--- config.mk ---
export PLATFORM = sky130hd
export DESIGN_NAME = latch_behavior_monitor
export DESIGN_NICKNAME = d
export VERILOG_FILES = /design/src/rtl/latch_mon_pkg.sv /design/src/rtl/settle_timer.sv /design/src/rtl/latch_behavior_monitor.sv
export SDC_FILE = /design/constraint.sdc
export NUM_CORES = 1
export LEC_CHECK = 0
export CAP_MARGIN = 0
export CORE_UTILIZATION = 56
export DETAILED_ROUTE_END_ITERATION = 12
export HOLD_SLACK_MARGIN = 0.08
export PLACE_DENSITY = 0.84
export SLEW_MARGIN = 25
export SYNTH_ARGS = -nofsm -noshare
export SYNTH_HDL_FRONTEND = slang
export SYNTH_SLANG_ARGS = --single-unit
export TNS_END_PERCENT = 10
--- constraint.sdc ---
create_clock -name clk -period 5.65 [get_ports clk]
set_input_delay 1.13 -clock clk [delete_from_list [all_inputs] [get_ports clk]]
set_output_delay 1.13 -clock clk [all_outputs]
set_load 0.01 [all_outputs]
--- src/rtl/latch_mon_pkg.sv ---
// latch_mon_pkg
//   Shared types and constants for latch_behavior_monitor.
//   - state_t       : monitor FSM states (encoding is visible on the debug port)
//   - ERR_*         : err_code values
//   - settle_cnt_w  : width needed by the settle down-counter to hold SETTLE
package latch_mon_pkg;

  typedef enum logic [2:0] {
    ST_UNKNOWN  = 3'd0,
    ST_T_SETTLE = 3'd1,
    ST_T_STABLE = 3'd2,
    ST_H_SETTLE = 3'd3,
    ST_H_STABLE = 3'd4
  } state_t;

  localparam logic [1:0] ERR_NONE = 2'b00;
  localparam logic [1:0] ERR_Q    = 2'b01;
  localparam logic [1:0] ERR_COMP = 2'b10;
  localparam logic [1:0] ERR_BOTH = 2'b11;

  // Bits needed to represent the value SETTLE (at least one bit).
  function automatic int settle_cnt_w(input int settle);
    int w;
    w = $clog2(settle + 1);
    return (w < 1) ? 1 : w;
  endfunction

endpackage

--- src/rtl/settle_timer.sv ---
// settle_timer
//   Loadable down-counter that measures the propagation window the latch
//   is given after a relevant input change.
//   Ports:
//     clk      : sampling clock, rising edge
//     rst      : asynchronous active-high reset (count -> 0)
//     load     : reload the counter with load_val this cycle
//     load_val : reload value (number of settle cycles)
//     done     : the count reaches zero on the coming clock edge
module settle_timer #(
  parameter int W = 3
) (
  input  logic         clk,
  input  logic         rst,
  input  logic         load,
  input  logic [W-1:0] load_val,
  output logic         done
);

  logic [W-1:0] r_count;

  always_ff @(posedge clk or posedge rst) begin
    if (rst) begin
      r_count <= '0;
    end else if (load) begin
      r_count <= load_val;
    end else if (r_count != '0) begin
      r_count <= r_count - 1'b1;
    end
  end

  // Flagged one cycle early so the owner can switch state on the same edge
  // the counter hits zero: a load of N yields exactly N settle cycles.
  assign done = (r_count == W'(1));

endmodule

--- src/rtl/latch_behavior_monitor.sv ---
// latch_behavior_monitor
//   Observes a clocked D-latch (gate en, data d, outputs q/q_bar) on a fast
//   sampling clock and pulses err whenever the outputs disagree with ideal
//   latch behaviour once the allowed settle window has elapsed.
//   Ports:
//     clk       : sampling clock, rising edge
//     rst       : asynchronous active-high reset
//     en        : latch gate, 1 = transparent
//     d         : latch data input
//     q, q_bar  : latch outputs under test
//     err       : one-cycle pulse, first mismatch of a stable interval
//     err_code  : cause while err=1 (01 q wrong, 10 q_bar!=~q, 11 both)
//     err_count : number of err pulses, saturating
//     held      : value the latch must currently hold/pass
//     state     : FSM state for debug
module latch_behavior_monitor
  import latch_mon_pkg::*;
#(
  parameter int SETTLE = 4,
  parameter int CNT_W  = 16
) (
  input  logic             clk,
  input  logic             rst,
  input  logic             en,
  input  logic             d,
  input  logic             q,
  input  logic             q_bar,
  output logic             err,
  output logic [1:0]       err_code,
  output logic [CNT_W-1:0] err_count,
  output logic             held,
  output logic [2:0]       state
);

  localparam int CW = settle_cnt_w(SETTLE);

  state_t           r_state;
  state_t           w_next_state;
  logic             r_en_d;
  logic             r_d_d;
  logic             r_held;
  logic             r_armed;
  logic             r_err;
  logic [1:0]       r_err_code;
  logic [CNT_W-1:0] r_err_count;

  logic w_en_rise;
  logic w_en_fall;
  logic w_d_chg;
  logic w_done;
  logic w_load;
  logic w_check;
  logic w_exp_q;
  logic w_q_bad;
  logic w_comp_bad;
  logic w_mis;
  logic w_fire;

  assign w_en_rise = en & ~r_en_d;
  assign w_en_fall = ~en & r_en_d;
  assign w_d_chg   = d ^ r_d_d;

  settle_timer #(.W(CW)) u_timer (
    .clk      (clk),
    .rst      (rst),
    .load     (w_load),
    .load_val (CW'(SETTLE)),
    .done     (w_done)
  );

  // State register
  always_ff @(posedge clk or posedge rst) begin
    if (rst) begin
      r_state <= ST_UNKNOWN;
    end else begin
      r_state <= w_next_state;
    end
  end

  // Next-state logic; gate edges win over a same-cycle data change.
  always_comb begin
    w_next_state = r_state;
    case (r_state)
      ST_UNKNOWN: begin
        if (en) w_next_state = ST_T_SETTLE;
      end
      ST_T_SETTLE: begin
        if (w_en_fall)    w_next_state = ST_H_SETTLE;
        else if (w_d_chg) w_next_state = ST_T_SETTLE;
        else if (w_done)  w_next_state = ST_T_STABLE;
      end
      ST_T_STABLE: begin
        if (w_en_fall)    w_next_state = ST_H_SETTLE;
        else if (w_d_chg) w_next_state = ST_T_SETTLE;
      end
      ST_H_SETTLE: begin
        if (w_en_rise)   w_next_state = ST_T_SETTLE;
        else if (w_done) w_next_state = ST_H_STABLE;
      end
      ST_H_STABLE: begin
        if (w_en_rise) w_next_state = ST_T_SETTLE;
      end
      default: w_next_state = ST_UNKNOWN;
    endcase
  end

  // Output / control logic
  always_comb begin
    // Reload on every entry to a settle state, and on a data change that
    // keeps the transparent phase settling.
    w_load = ((w_next_state == ST_T_SETTLE) || (w_next_state == ST_H_SETTLE)) &&
             ((w_next_state != r_state) || ((r_state == ST_T_SETTLE) && w_d_chg));
    // A sample that is itself a relevant change is not checked: its effect
    // on q is still inside the new settle window.
    w_check    = ((r_state == ST_T_STABLE) || (r_state == ST_H_STABLE)) &&
                 (w_next_state == r_state);
    w_exp_q    = (r_state == ST_T_STABLE) ? d : r_held;
    w_q_bad    = w_check && (q != w_exp_q);
    w_comp_bad = w_check && (q_bar == q);
    w_mis      = w_q_bad || w_comp_bad;
    w_fire     = w_mis && r_armed;
  end

  // Delayed copies, held value, arming and error reporting
  always_ff @(posedge clk or posedge rst) begin
    if (rst) begin
      r_en_d      <= 1'b0;
      r_d_d       <= 1'b0;
      r_held      <= 1'b0;
      r_armed     <= 1'b1;
      r_err       <= 1'b0;
      r_err_code  <= ERR_NONE;
      r_err_count <= '0;
    end else begin
      r_en_d <= en;
      r_d_d  <= d;
      if (en) r_held <= d;
      if (w_load)     r_armed <= 1'b1;
      else if (w_mis) r_armed <= 1'b0;
      r_err      <= w_fire;
      r_err_code <= w_fire ? {w_comp_bad, w_q_bad} : ERR_NONE;
      if (w_fire && (r_err_count != '1)) r_err_count <= r_err_count + 1'b1;
    end
  end

  assign err       = r_err;
  assign err_code  = r_err_code;
  assign err_count = r_err_count;
  assign held      = r_held;
  assign state     = r_state;

endmodule

# Word-level counts from Yosys, hierarchy flattened
# Cells that the tools add are included.
[totals] regBits=29 latchBits=0 ram_bits=0 rom_bits=0 inputBits=6 out_inout_bits=23 wordCells=59 mem_count=0
[op_classes] add_sub_neg=2 mul=0 div=0 magnitude_cmp=0 eq_ne=12 shifts=0 mux=16 n_bitwise=5 n_reduce_logical=15
[ops] cell="$mux W3" n=11
[ops] cell="$add A16 B1 Y16 const B" n=1
[ops] cell="$ne A16 B16 Y1 const B" n=1
[ops] cell="$pmux W3 S5" n=1
[ops] cell="$eq A3 B1 Y1 const B" n=3
[ops] cell="$eq A3 B2 Y1 const B" n=3
[ops] cell="$logic_and A1 B1 Y1" n=7
[ops] cell="$logic_or A1 B1 Y1" n=4
[ops] cell="$reduce_bool A2 Y1" n=2
[ops] cell="$eq A3 B3 Y1" n=1
[ops] cell="$eq A3 B3 Y1 const B" n=1
[ops] cell="$logic_not A3 Y1" n=1
[ops] cell="$mux W1" n=3
[ops] cell="$ne A3 B3 Y1" n=1
[ops] cell="$reduce_bool A3 Y1" n=1
[ops] cell="$sub A3 B1 Y3 const B" n=1
[ops] cell="$and A1 B1 Y1" n=2
[ops] cell="$mux W2" n=1
[ops] cell="$not A1 Y1" n=2
[ops] cell="$eq A1 B1 Y1" n=1
[ops] cell="$ne A1 B1 Y1" n=1
[ops] cell="$xor A1 B1 Y1" n=1

# Longest topological paths before layout
[depth] depth_word=11 ltp_mapped=8 mapped_depth_nobuf=8

# Cells and area by module
# A second synthesis with hierarchy kept.
[hier_totals] hier_cells=179 area_unflattened_um2=1751.7
[modules_own_cells] module="latch_behavior_monitor" n_inst=1 cells_per_inst=156 area_each_um2=1531.5 seq_area_each_um2=651.9
[modules_own_cells] module="settle_timer" n_inst=1 cells_per_inst=23 area_each_um2=220.2 seq_area_each_um2=75.1

# Worst setup path before layout
# OpenSTA, ideal clock, no wires.
[synth_timing] kind="input to register" from="input en" to="register r_err_count[1] (netlist: err_count[1])" setup_ns=0.128 arrival_time_ns=2.333 required_time_ns=5.522 slack_ns=3.189 cell_stages=6 n_path_buf=0 path_cell_list="nor2b_1 > nor3b_2 > o211ai_4 > nor2_8 > nand2_1 > mux2_1"
[synth_between] elab_chain_cells=10 word_cells_on_any_way=16 cone_classes="eq/ne: 1; mux: 6; bitwise: 3; reduce/logical: 6"
[synth_rtl] element="start, declared" line="latch_behavior_monitor.sv:24" rtl="input logic en,"
[synth_rtl] element="$not A1 Y1" line="latch_behavior_monitor.sv:60" rtl="assign w_en_fall = ~en & r_en_d;"
[synth_rtl] element="$and A1 B1 Y1" line="latch_behavior_monitor.sv:60"
[synth_rtl] element="$mux W3 (on tied branches)" line="latch_behavior_monitor.sv:93, latch_behavior_monitor.sv:88"
[synth_rtl] element="$pmux W3 S5 (*)" line="latch_behavior_monitor.sv:83" rtl="case (r_state)"
[synth_rtl] element="$eq A3 B3 Y1 (*)" line="latch_behavior_monitor.sv:116" rtl="(w_next_state == r_state);"
[synth_rtl] element="$logic_and A1 B1 Y1 (*)" line="latch_behavior_monitor.sv:115" rtl="w_check = ((r_state == ST_T_STABLE) || (r_state == ST_H_STABLE)) &&"
[synth_rtl] element="$logic_and A1 B1 Y1 (on tied branches)" line="latch_behavior_monitor.sv:118, latch_behavior_monitor.sv:119"
[synth_rtl] element="$logic_or A1 B1 Y1 (*)" line="latch_behavior_monitor.sv:120" rtl="w_mis = w_q_bad || w_comp_bad;"
[synth_rtl] element="$logic_and A1 B1 Y1 (*)" line="latch_behavior_monitor.sv:121" rtl="w_fire = w_mis && r_armed;"
[synth_rtl] element="via w_fire" line="latch_behavior_monitor.sv:57" rtl="logic w_fire;"
[synth_rtl] element="$logic_and A1 B1 Y1 (*)" line="latch_behavior_monitor.sv:142" rtl="if (w_fire && (r_err_count != '1)) r_err_count <= r_err_count + 1'b1;"
[synth_rtl] element="end signal, assigned" line="latch_behavior_monitor.sv:142"
[synth_rtl] element="end, declared" line="latch_behavior_monitor.sv:45" rtl="logic [CNT_W-1:0] r_err_count;"
# Mark *: on every way through the listed nets, which the timed path passes. The rest lies on a longest branch.
# A chain may end at the register's enable or synchronous reset.

# Worst setup path after layout
# Ends and elaborated chain as after synthesis.

==> out/qor.csv <==
stage;metric;value;unit
timing;slew_headroom;61.4;%
global_route;grt_overflow;0;
synth;synthMuxAreaShare;6.04;%
clock_network;clk_pin_slew;0.09;ns
clock_network;postCtsSetupRepairBufs;0;
global_route;grt_pass1_vias;1244;
critical_path;crit_chain;clkdlybuf4s50_1 -> nor2b_1 -> nor3b_2 -> o211ai_4 -> nor2_8 -> nand2_1 -> mux2_1;
synth;synth_compound_area_share;9.26;%
synth;netlist_instances;157;
synth;syn_area;1640;sq um
synth;ys.flop_type;dfrtp_1;
power_and_ir_drop;powerDensity;302;nW/um^2
critical_path;critical_path.top_delay_family;simple AND/OR/NAND/NOR gates;
routing;vias;1326;
clock_network;post_cts_resized;0;
place;gp_congestion;0.892;
critical_path;critPathKind;primary input to flop;
clock_network;h-tree-depth;2;
floorplanning;core_area;2760;sq um
timing;worst_slew_pin_slew;0.568;ns
synth;ys_ff_latch;29;
synth;ys_seq_area_share;44.5;%
synth;synth_fa_ha_area_share;3.06;%
min_path;holdCritPathClass;flop to flop;
critical_path;cp.required;5.88;ns
final_layout;syn_to_final_growth;22.6;%
global_route;grt_max_degree;30;
critical_path;reg2reg_slack;3.64;ns
min_path;worstHoldPathCells;1;
global_route;antenna_found_initial;0;
synth;synth_top_family_by_area;simple AND/OR/NAND/NOR gates;
timing;final_max_slew_viol_count;0;
floorplanning;rows;19;
critical_path;startpoint_type;primary input;
power_and_ir_drop;p_total;0.604;mW
critical_path;worstReg2RegStart;state[2];
power_and_ir_drop;power_frac_clock;21.5;%
final_layout;multi_input_area;873;sq um
routing;drt-wirelength-per-cell;15.2;um
critical_path;r2r_end;err_count[1];
critical_path;cp-end-kind;flop;
clock_network;ctsHoldBuffers;0;
final_layout;nFillCells;203;
global_route;grt_pass1_wl;5.77;mm
timing;fin_worst_skew;0.00800;ns
final_layout;seq_area;727;sq um
critical_path;crit_path_top_delay_cell;clkdlybuf4s50_1;
floorplanning;initial_utilization;59.3;%
outcome;status;completed;
critical_path;max_stage_delay;0.55;ns
final_layout;drive_above_1_share;11.5;%
timing;hold_violations;0;
synth;yosys.area_share.simple;26.5;%
critical_path;worstPathArrival;3.19;ns
synth;syn_nets;167;
clock_network;insertion_delay;0.34;ns
floorplanning;die_w;56.0;um
final_layout;diodes;0;
timing;tns;0;ns
timing;fin_crit_sh;52.4;%
synth;synth.avg_cell_area;10.4;sq um
clock_network;cts_tree;done;
global_route;grtUsageMet2;41.5;%
min_path;hold-path-endpoint;err_count[4];
place;hpwl;2.50;mm
timing;setup_viol;0;
routing;via_per_inst;5.97;
synth;synthXorXnorAreaFrac;8.49;%
synth;synth_edf_count;0;
final_layout;fin_util;72.7;%
place;dp_cells;215;
floorplanning;die_h;56.0;um
routing;dr.first_iter.drc_count;66;
run;maxCapViolCount;0;
synth;ys_warn_count;0;
power_and_ir_drop;combPwrFrac;33.9;%
floorplanning;io_pins;29;
place;io_buffers;28;
critical_path;cp_num_buf_inv;1;
routing;firstDrtPassIters;4;
floorplanning;die_area;3140;sq um
clock_network;clock-sinks;29;
critical_path;rr_worst_depth;6;
clock_network;clk_path_buf_depth;2;
synth;synth_cell_types;43;
synth;ys_async_sr_fraction;100;%
routing;route.detailed.drc;0;
power_and_ir_drop;switching_share;35.4;%
clock_network;cts_buffers;5;
final_layout;finalNonFillerCells;222;
global_route;met1_usage;27.5;%
power_and_ir_drop;peakVddDrop;0.324;mV
power_and_ir_drop;p_switching;0.214;mW
timing;post-route-min-period;2.96;ns
global_route;use_met3;7.21;%
final_layout;nets;201;
timing;timing.fmax;0.338;GHz
critical_path;crit_fanout;9;
power_and_ir_drop;p_int;0.391;mW
routing;finalWirelength;3.38;mm
final_layout;layout.cells.most_common_list;28 x dfrtp_1, 28 x clkdlybuf4s50_1, 15 x nand2_1;
clock_network;cts_root_buf;clkbuf_4;
global_route;top_usage_layer;met2;
power_and_ir_drop;p_leak;0.807;nW
timing;rsz0062_at_grt;false;
global_route;grt.total_usage;24.2;%
min_path;hold_start;err_count[4];
power_and_ir_drop;seq_power_share;44.6;%
routing;antenna_left;0;
-- area by class of cell --
type                    instances  area share (%)
multi-input cells             119            43.6
flip-flops and latches         29            36.3
repair buffers                 28            14.0
clock buffers                   7            2.75
well taps                      31            1.94
inverters                       8            1.50
-- power groups by stage --
stage / registers (mW) / logic, mW / clock network [mW]
2_1_floorplan: 0.272 / 0.138 / 0
3_3_place_gp: 0.270 / 0.194 / 0
3_5_place_dp: 0.273 / 0.204 / 0
4_1_cts: 0.269 / 0.206 / 0.133
5_1_grt: 0.274 / 0.226 / 0.140
6_report: 0.269 / 0.205 / 0.130
-- metal layers --
layer | vias up | share of wire (%)
met5 | - | 0
met4 | 0 | 2.1
met3 | 9 | 5.7
met2 | 50 | 52
met1 | 646 | 40
li1 | 621 | -
-- how the worst max path moves through the flow --
stage / start / to / slack [ns] / cells past startpoint
2_1_floorplan: en / err_count[1] / 3.19 / 6
3_3_place_gp: en / err_count[1] / 2.45 / 7
3_5_place_dp: en / err_count[1] / 2.40 / 7
4_1_cts: en / err_count[1] / 2.77 / 7
5_1_grt: en / err_count[1] / 2.66 / 7
6_report: en / err_count[1] / 2.69 / 7
-- cells by family (layout without fill, tap and decap cells) --
kind of cell,Yosys count,count (layout)
mux,9,9
fa+ha+maj,4,4
flops,29,29
buf+inv,9,43
compound gates,20,20
simple gates,71,71
xor+xnor,15,15
-- per-stage QoR --
step	hold WS [ns]	worst slack, ns	cell area [sq um]
floorplan	0.483	3.19	1640
global placement	0.486	2.45	1950
detailed placement	0.499	2.40	1950
CTS	0.511	2.77	2000
global route	0.537	2.66	2000
finish	0.518	2.69	2000
-- synth_stat cells (2+ instances only) --
| cell | count | area [sq um] |
|---|---|---|
| dfrtp_1 | 28 | 701 |
| a221oi_1 | 2 | 17.5 |
| nor2b_1 | 5 | 31.3 |
| mux2i_1 | 4 | 40.0 |
| ha_1 | 4 | 50.1 |
| mux2_1 | 3 | 33.8 |
| a41oi_1 | 2 | 17.5 |
| a21oi_1 | 5 | 25.0 |
| xor2_1 | 2 | 17.5 |
| nand2_1 | 15 | 56.3 |
| nor2_1 | 11 | 41.3 |
| nand2b_1 | 4 | 25.0 |
| nor3_2 | 3 | 30.0 |
| xnor2_1 | 12 | 105 |
| or3_1 | 2 | 12.5 |
| nand4_1 | 2 | 12.5 |
| nor3_1 | 8 | 40.0 |
| inv_1 | 8 | 30.0 |
| o21ai_0 | 3 | 15.0 |
| nand3_1 | 11 | 55.1 |
-- state kept, by name (all words and copies together), names as in the netlist --
signal and count:
r_en_d 1, held 1, err_count 16, u_timer.r_count 3, err_code 2, state 3, err 1, r_d_d 1
r_armed 1
Note: power is estimated with default switching activity, not from simulation.
